$ cat src/rtl/imem_loader.sv
// rtl/imem_loader.sv - byte-stream instruction memory loader with length header and XOR checksum
//
// Ports:
//   clk, rst             rising-edge clock, synchronous active-high reset
//   load_start           pulse that opens a load session from IDLE, DONE or ERR
//   byte_valid/byte_data source byte stream; byte_ready marks the cycles a byte is taken
//   imem_we/addr/wdata   one-cycle word write into instruction memory
//   core_rst             registered processor reset, released only after a good load
//   done, error          load finished with good checksum / load aborted
//   words_written        words written in the current session

module imem_loader #(
  parameter int unsigned DEPTH     = 1024,
  parameter logic [31:0] BASE_ADDR = 32'h0
) (
  input  logic        clk,
  input  logic        rst,
  input  logic        load_start,
  input  logic        byte_valid,
  input  logic [7:0]  byte_data,
  output logic        byte_ready,
  output logic        imem_we,
  output logic [31:0] imem_addr,
  output logic [31:0] imem_wdata,
  output logic        core_rst,
  output logic        done,
  output logic        error,
  output logic [15:0] words_written
);

  typedef enum logic [2:0] {
    IDLE,
    LEN0,
    LEN1,
    DATA,
    CHK,
    DONE,
    ERR
  } state_t;

  state_t      state;
  state_t      state_nx;

  logic [7:0]  len_lo;
  logic [15:0] len;
  logic [1:0]  lane;
  logic [23:0] word_buf;
  logic [7:0]  csum;

  logic        accept;
  logic        start;
  logic        last_word;
  logic [15:0] len_in;

  assign accept    = byte_valid & byte_ready;
  // Length as it will be once the LEN_HI byte currently on the bus is taken.
  assign len_in    = {byte_data, len_lo};
  // words_written already counts every completed word, so the word whose
  // lane-3 byte is being taken is the last one when this matches.
  assign last_word = (words_written + 16'd1) == len;

  always_ff @(posedge clk) begin
    if (rst) begin
      state <= IDLE;
    end else begin
      state <= state_nx;
    end
  end

  always_comb begin
    state_nx   = state;
    byte_ready = 1'b0;
    done       = 1'b0;
    error      = 1'b0;
    start      = 1'b0;
    case (state)
      IDLE: begin
        if (load_start) begin
          start    = 1'b1;
          state_nx = LEN0;
        end
      end
      LEN0: begin
        byte_ready = 1'b1;
        if (byte_valid) begin
          state_nx = LEN1;
        end
      end
      LEN1: begin
        byte_ready = 1'b1;
        if (byte_valid) begin
          if ({16'd0, len_in} > DEPTH) begin
            state_nx = ERR;
          end else if (len_in == 16'd0) begin
            state_nx = CHK;
          end else begin
            state_nx = DATA;
          end
        end
      end
      DATA: begin
        byte_ready = 1'b1;
        if (byte_valid && (lane == 2'd3) && last_word) begin
          state_nx = CHK;
        end
      end
      CHK: begin
        byte_ready = 1'b1;
        if (byte_valid) begin
          state_nx = (byte_data == csum) ? DONE : ERR;
        end
      end
      DONE: begin
        done = 1'b1;
        if (load_start) begin
          start    = 1'b1;
          state_nx = LEN0;
        end
      end
      ERR: begin
        error = 1'b1;
        if (load_start) begin
          start    = 1'b1;
          state_nx = LEN0;
        end
      end
      default: begin
        state_nx = IDLE;
      end
    endcase
  end

  always_ff @(posedge clk) begin
    if (rst) begin
      len_lo        <= 8'd0;
      len           <= 16'd0;
      lane          <= 2'd0;
      word_buf      <= 24'd0;
      csum          <= 8'd0;
      words_written <= 16'd0;
      imem_we       <= 1'b0;
      imem_addr     <= 32'd0;
      imem_wdata    <= 32'd0;
      core_rst      <= 1'b1;
    end else begin
      imem_we  <= 1'b0;
      // Registered from the next state so it lines up with the DONE state.
      core_rst <= (state_nx != DONE);
      if (start) begin
        words_written <= 16'd0;
        lane          <= 2'd0;
        csum          <= 8'd0;
      end else if (accept) begin
        case (state)
          LEN0: begin
            len_lo <= byte_data;
            csum   <= csum ^ byte_data;
          end
          LEN1: begin
            len  <= len_in;
            csum <= csum ^ byte_data;
          end
          DATA: begin
            csum <= csum ^ byte_data;
            lane <= lane + 2'd1;
            case (lane)
              2'd0: word_buf[7:0]   <= byte_data;
              2'd1: word_buf[15:8]  <= byte_data;
              2'd2: word_buf[23:16] <= byte_data;
              default: begin
                imem_we       <= 1'b1;
                imem_addr     <= BASE_ADDR + {14'd0, words_written, 2'b00};
                imem_wdata    <= {byte_data, word_buf};
                words_written <= words_written + 16'd1;
              end
            endcase
          end
          default: begin
          end
        endcase
      end
    end
  end

endmodule

$ cat config.mk
export PLATFORM = sky130hd
export DESIGN_NAME = imem_loader
export DESIGN_NICKNAME = d
export VERILOG_FILES = /design/src/rtl/imem_loader.sv
export SDC_FILE = /design/constraint.sdc
export NUM_CORES = 1
export LEC_CHECK = 0
export CORE_MARGIN = 2
export CORE_UTILIZATION = 35
export DETAILED_ROUTE_END_ITERATION = 10
export GPL_ROUTABILITY_DRIVEN = 0
export PLACE_DENSITY_LB_ADDON = 0.05
export RECOVER_POWER = 25
export SYNTH_ARGS = -nofsm -noshare
export SYNTH_HDL_FRONTEND = slang
export SYNTH_SLANG_ARGS = --single-unit
$ cat constraint.sdc
create_clock -name clk -period 7.15 [get_ports clk]
set_clock_uncertainty 0.05 [all_clocks]
set_input_delay 2.145 -clock clk [delete_from_list [all_inputs] [get_ports clk]]
set_output_delay 2.145 -clock clk [all_outputs]
set_load 0.01 [all_outputs]
==> results.tsv, run 1 <==
metric	value	unit
outcome	completed	
fin cells	991	
Combinational Power Share	0.057	
unrepaired setup endpoints after global routing	no	
MaxCap Viol Count	0	
Mapped Cells	722	
worst hold path class	reg -> reg	
layout cells sized above 1	0.0529	
Startpoint Class	input port	
# DRC	0	
switch share	0.223	
post-synthesis cell type count	46	
Num CTS Buffers	17	
Post-Syn Area	0.00562	sq mm
clock power share	0.504	
sw power	0.372	mW
Via Count	4786	
# Post-CTS Setup Buffers	0	
Yosys reg bits	127	
root buf cell	clkbuf_16	
first-pass iteration count of the detailed router	5	
vias in the first global route	4545	
Final Hold Viols	0	
dominant cell type by area after synthesis	dfxtp_1	
# setup viols final	0	
Power Density	239	mW/mm^2
CTS Sinks	127	
Skew-Pair Late Insertion Delay	0.42	ns
Syn. warnings	0	
area delta synth->final	24.1	%
Die W	131	um
Port Buf Inserts	80	
global-route wire length before repair	23.1	mm
Starting Density	0.356	
Wirelength per Cell	14.7	um
Critical Path Slowest Stage Cell	and2_2	
Reg power frac	0.439	
critical path required time	7.42	ns
H-Tree Depth	4	
asr flop ratio synth	0	
final core occ	0.442	
Nets	782	
dominant cells by area after synthesis	dfxtp_1 (45%), nand2_1 (13%), a21oi_1 (9.1%)	
TritonCTS clock tree	done	
# resized after CTS	0	
Main synth FF type	dfxtp_1	
CP top delay family	simple AND/OR/NAND/NOR gates	
ant diodes	0	
number of DRC markers in iteration 0	311	
Core ar.	0.0158	sq mm
DPL Wire Length	9.80	mm
grt total ovfl	0	
Chip Height	131	um
pin count of the biggest net entering global routing	96	
CTS clk-pin slew, worst paths	0.05	ns
initial antenna violation count	0	
Critical Path End Type	flip-flop	
Ports	97	
f_max	0.213	GHz
Final ANT Viol Nets	0	
Crit Path Class	in -> reg	
CTS Buffer Depth	2	
syn_area_per_cell	7.78	sq um
arrival time worst endpoint	4.97	ns
Max Slew Vio Count	0	
Hold-fix buffers, CTS	0	
Cell Int Power	1.29	mW
Pleak	2.47	nW
CP Cell Sequence	clkdlybuf4s50_1, nand2b_1, nor3_2, buf_4, and2_2, nand2_1, or4_1, a21oi_1	
minimum clock period	4.70	ns
setup TNS	0	ns
placed insts	961	
Tcrit/Tclk final	0.657	
Finished Cell Area	0.00697	sq mm
Rows	46	
worst-path maximum fanout	31	
placed instance area	0.00640	sq mm
part of the Yosys area used for sequential elements	0.453	
Vias/cell	4.83	
total power	1.66	mW
Max VDD drop	0.145	mV
CP max stage delay	0.58	ns
Post-synth EDFFs	0	
slew at the pin with the worst max-slew slack	1.17	ns
Yosys top cell area share	0.453	
Total Routing Usage GR	0.176	
CP bufs+invs	2	
slew margin rel.	0.220	
DRT Wirelength	14.6	mm
die area	0.0171	sq mm
==> sequential cells by signal, indices dropped and copies added, names as in the netlist <==
| name | cells |
|---|---|
| lane | 2 |
| imem_we | 1 |
| csum | 8 |
| imem_wdata | 32 |
| len | 16 |
| words_written | 16 |
| len_lo | 8 |
| imem_addr | 16 |
| word_buf | 24 |
| core_rst | 1 |
| state | 3 |
==> cell families (layout without fill, tap and decap cells) <==
family | count (synthesis) | after routing | synth area share
and+or+nand+nor | 322 | 322 | 0.250
AOI/OAI and AO/OA | 133 | 133 | 0.133
DFF | 127 | 127 | 0.453
buffers and inverters | 82 | 120 | 0.0708
xor gates and xnor gates | 49 | 49 | 0.0764
adders and majority gates | 6 | 6 | 0.0134
muxes | 2 | 2 | 0.00356
other | 1 | 16 | 0.000668
==> Yosys cell counts (2+ instances only) <==
master,n
a211o_1,2
a21oi_1,102
a31oi_1,5
and3_1,2
buf_2,5
buf_4,18
buf_6,2
clkbuf_1,48
dfxtp_1,127
ha_1,6
inv_1,7
mux2i_1,2
nand2_1,199
nand2b_1,6
nand3_1,38
nand4_1,6
nor2_1,37
nor3_1,5
nor3b_1,3
nor4_1,11
o21ai_0,10
o22ai_1,2
o31ai_1,3
or3_1,5
or4_1,3
xnor2_1,18
xor2_1,31
==> final timing paths <==
| kind | from | to | slack (ns) | cells past startpoint |
|---|---|---|---|---|
| max | byte_valid | words_written[13] | 2.45 | 8 |
| min | imem_addr[16] | imem_addr[16] | 0.40 | 2 |
| max reg2reg | state[1] | words_written[13] | 4.15 | 7 |
| min reg2reg | imem_addr[16] | imem_addr[16] | 0.40 | 2 |
==> cells in the final DEF, fill, tap and decap left out, drive strengths merged, types with 2 or more instances in the layout <==
| cell | count |
|---|---|
| xnor2 | 18 |
| and3 | 2 |
| clkbuf | 23 |
| a211o | 2 |
| xor2 | 31 |
| clkdlybuf4s50 | 30 |
| inv | 7 |
| nor3 | 5 |
| o22ai | 2 |
| ha | 6 |
| nand3 | 39 |
| nand2 | 199 |
| nor4 | 12 |
| o21ai | 10 |
| buf | 4 |
| o31ai | 4 |
| nor3b | 3 |
| a21oi | 102 |
| mux2i | 2 |
| or3 | 5 |
| bufinv | 2 |
| dlygate4sd3 | 49 |
| or4 | 3 |
| nand4 | 6 |
| nand2b | 6 |
| nor2 | 37 |
| clkinv | 5 |
| a31oi | 5 |
| conb | 16 |
| dfxtp | 127 |
==> final cells by class <==
| type | instances | area, sq um |
|---|---|---|
| fill | 1628 | 8800 |
| multi-input combinational | 528 | 2740 |
| sequential | 127 | 2540 |
| timing repair buffer | 83 | 818 |
| clock buffer | 23 | 488 |
| tap | 216 | 270 |
| clock inverter | 7 | 85.1 |
| inverter | 7 | 26.3 |
==> stage by stage <==
step           hold slack (ns)  worst slack (ns)
5_1_grt                  0.417              2.22
2_1_floorplan            0.382              3.51
3_3_place_gp             0.394              2.10
4_1_cts                  0.404              2.45
3_5_place_dp             0.397              2.02
6_report                 0.398              2.45
==> power groups by stage <==
stage	clock [mW]	sequential, mW	combinational [mW]
after floorplan	0	0.738	0.0790
final	0.838	0.730	0.0956
after detailed placement	0	0.744	0.0963
after CTS	0.859	0.729	0.0968
after global placement	0	0.744	0.0952
after global routing	0.889	0.731	0.107
==> per-layer routing <==
metal / global-route usage / routed length [um] / up-vias / share of wire
li1: - / - / 2446 / -
met1: 0.239 / 7060 / 2223 / 0.48
met2: 0.273 / 6740 / 108 / 0.46
met3: 0.0468 / 637 / 9 / 0.044
met4: 0.0594 / 149 / 0 / 0.010
met5: 0 / 0 / - / 0
==> tightest hold or removal path: stages (launching register included) <==
cell	delay, ns
dfxtp_1	0.30
nand2_1	0.05
a21oi_1	0.05
Note: power is estimated with default switching activity, not from simulation.
==> run 2, diff against run 1 <==
clock period = 4.2 ns   (was 7.15 ns; I/O delays follow)
==> run 2 against run 1 <==
Against the previous run:
- power increased by 82%
- combinational power grew 77%
- register-to-register slack lost 2.7 ns
- critical path depth did not move
- critical path type unchanged
- largest power group unchanged
==> results.tsv, run 2 (same netlist as run 1, synthesis figures left out) <==
metric	value	unit	change
Port Buf Inserts	80		unchanged
initial antenna violation count	0		unchanged
layout cells sized above 1	0.0651		+0.0122
first-pass iteration count of the detailed router	4		-1
vias in the first global route	4653		+2.4%
critical path required time	4.48	ns	-2.94 ns
root buf cell	clkbuf_16		
Skew-Pair Late Insertion Delay	0.42	ns	about the same
slew margin rel.	0.326		+0.106
most frequent cells in the layout	nand2_1 (198), dfxtp_1 (127), a21oi_1 (102)		
Starting Density	0.356		unchanged
Ports	97		unchanged
# resized after CTS	0		unchanged
setup TNS	0	ns	unchanged
# setup viols final	0		unchanged
Pleak	2.54	nW	+2.6%
Core ar.	0.0158	sq mm	unchanged
arrival time worst endpoint	3.45	ns	-1.52 ns
die area	0.0171	sq mm	unchanged
area occupied by multi-input gates	0.00274	sq mm	unchanged
Hold-fix buffers, CTS	0		unchanged
Num CTS Buffers	17		unchanged
Final ANT Viol Nets	0		unchanged
Min-Delay Path Depth	2		unchanged
area delta synth->final	26.4	%	
total power	3.03	mW	+82%
H-Tree Depth	4		unchanged
Max VDD drop	0.252	mV	+73%
unrepaired setup endpoints after global routing	no		
Largest register FFs	32		unchanged
Filler cells	1593		-2.1%
global-route wire length before repair	24.5	mm	+5.9%
Die W	131	um	unchanged
TritonCTS clock tree	done		
Power Density	426	mW/mm^2	+79%
register area	0.00254	sq mm	unchanged
reg2reg path depth	8		+1
worst hold path class	reg -> reg		
Vias/cell	4.90		+1.5%
outcome	completed		
biggest regs	imem_wdata: 32 flops, word_buf: 24 flops		
Max Slew Vio Count	0		unchanged
Nets	788		+0.77%
worst-path maximum fanout	37		+19%
Chip Height	131	um	unchanged
Startpoint Class	input port		
slew at the pin with the worst max-slew slack	1.01	ns	-0.155 ns
MaxCap Viol Count	0		unchanged
CTS clk-pin slew, worst paths	0.05	ns	about the same
Total Routing Usage GR	0.185		+0.00930
# Post-CTS Setup Buffers	0		unchanged
Via Count	4897		+2.3%
CTS Sinks	127		unchanged
DPL Wire Length	9.99	mm	+1.8%
Wirelength per Cell	15.1	um	+2.4%
# DRC	0		unchanged
grt total ovfl	0		unchanged
CTS Buffer Depth	2		unchanged
ant diodes	0		unchanged
pin count of the biggest net entering global routing	96		unchanged
register with the most flip-flops	imem_wdata		
minimum clock period	3.17	ns	
f_max	0.315	GHz	
Rows	46		unchanged
leading cell type in the layout, fill and taps excluded	nand2_1		
Tcrit/Tclk final	0.755		
Crit Path Class	in -> reg		
DRT Wirelength	15.1	mm	+3.3%
Critical Path End Type	flip-flop		
Final Hold Viols	0		unchanged
number of DRC markers in iteration 0	234		-25%
## run 2: changes by cell type in the layout (fill, tap and decap cells not counted), sizes merged
cell | previous run | this run
bufinv | 2 | 4
buf | 4 | 10
clkbuf | 23 | 21
inv | 7 | 9
## run 2: cell type report
class | count | area share
multi-input cells | 528 | 0.386
flip-flops and latches | 127 | 0.358
repair buffers | 89 | 0.122
clock buffers | 21 | 0.0676
well taps | 216 | 0.0380
clock inverters | 11 | 0.0250
inverters | 7 | 0.00370
## run 2: critical path: stages
cell	delay (ns)
clkdlybuf4s50_1	0.60
nand2b_1	0.22
nor3_2	0.24
and2_2	0.20
buf_4	0.38
buf_4	0.32
nand2_1	0.08
a21oi_1	0.15
## run 2: per-layer routing
| layer | vias to the layer above | global-route usage | routed length (um) |
|---|---|---|---|
| met2 | 103 | 0.292 | 6830 |
| met1 | 2310 | 0.253 | 7400 |
| met4 | 0 | 0.0657 | 230 |
| met5 | - | 0 | 0 |
| met3 | 21 | 0.0387 | 609 |
| li1 | 2463 | - | - |
## run 2: path summary, 6_finish.rpt
path / to / slack [ns] / from
worst max register to register: state[1] / 1.45 / words_written[0]
worst max-delay path: imem_wdata[28] / 1.03 / byte_valid
worst min register to register: imem_addr[14] / 0.40 / imem_addr[14]
worst min-delay path: imem_addr[14] / 0.40 / imem_addr[14]
## run 2: stage by stage
stage                     utilization  area [sq um]  hold slack [ns]  std cells  worst slack (ns)
after CTS                       0.450          7100            0.405        999              1.03
after detailed placement        0.409          6440            0.397        967             0.587
after floorplan                     -          5670            0.382        737              1.45
final                           0.450          7100            0.399        999              1.03
after global placement          0.409          6440            0.389        967             0.641
after global routing            0.450          7100            0.419        999             0.831
## run 2: power by group
group / leakage [nW] / switching, mW / internal (mW)
Clock: 0.324 / 0.553 / 1.06
Sequential: 1.02 / 0.0203 / 1.22
Combinational: 1.19 / 0.112 / 0.0567
Total: 2.54 / 0.685 / 2.34
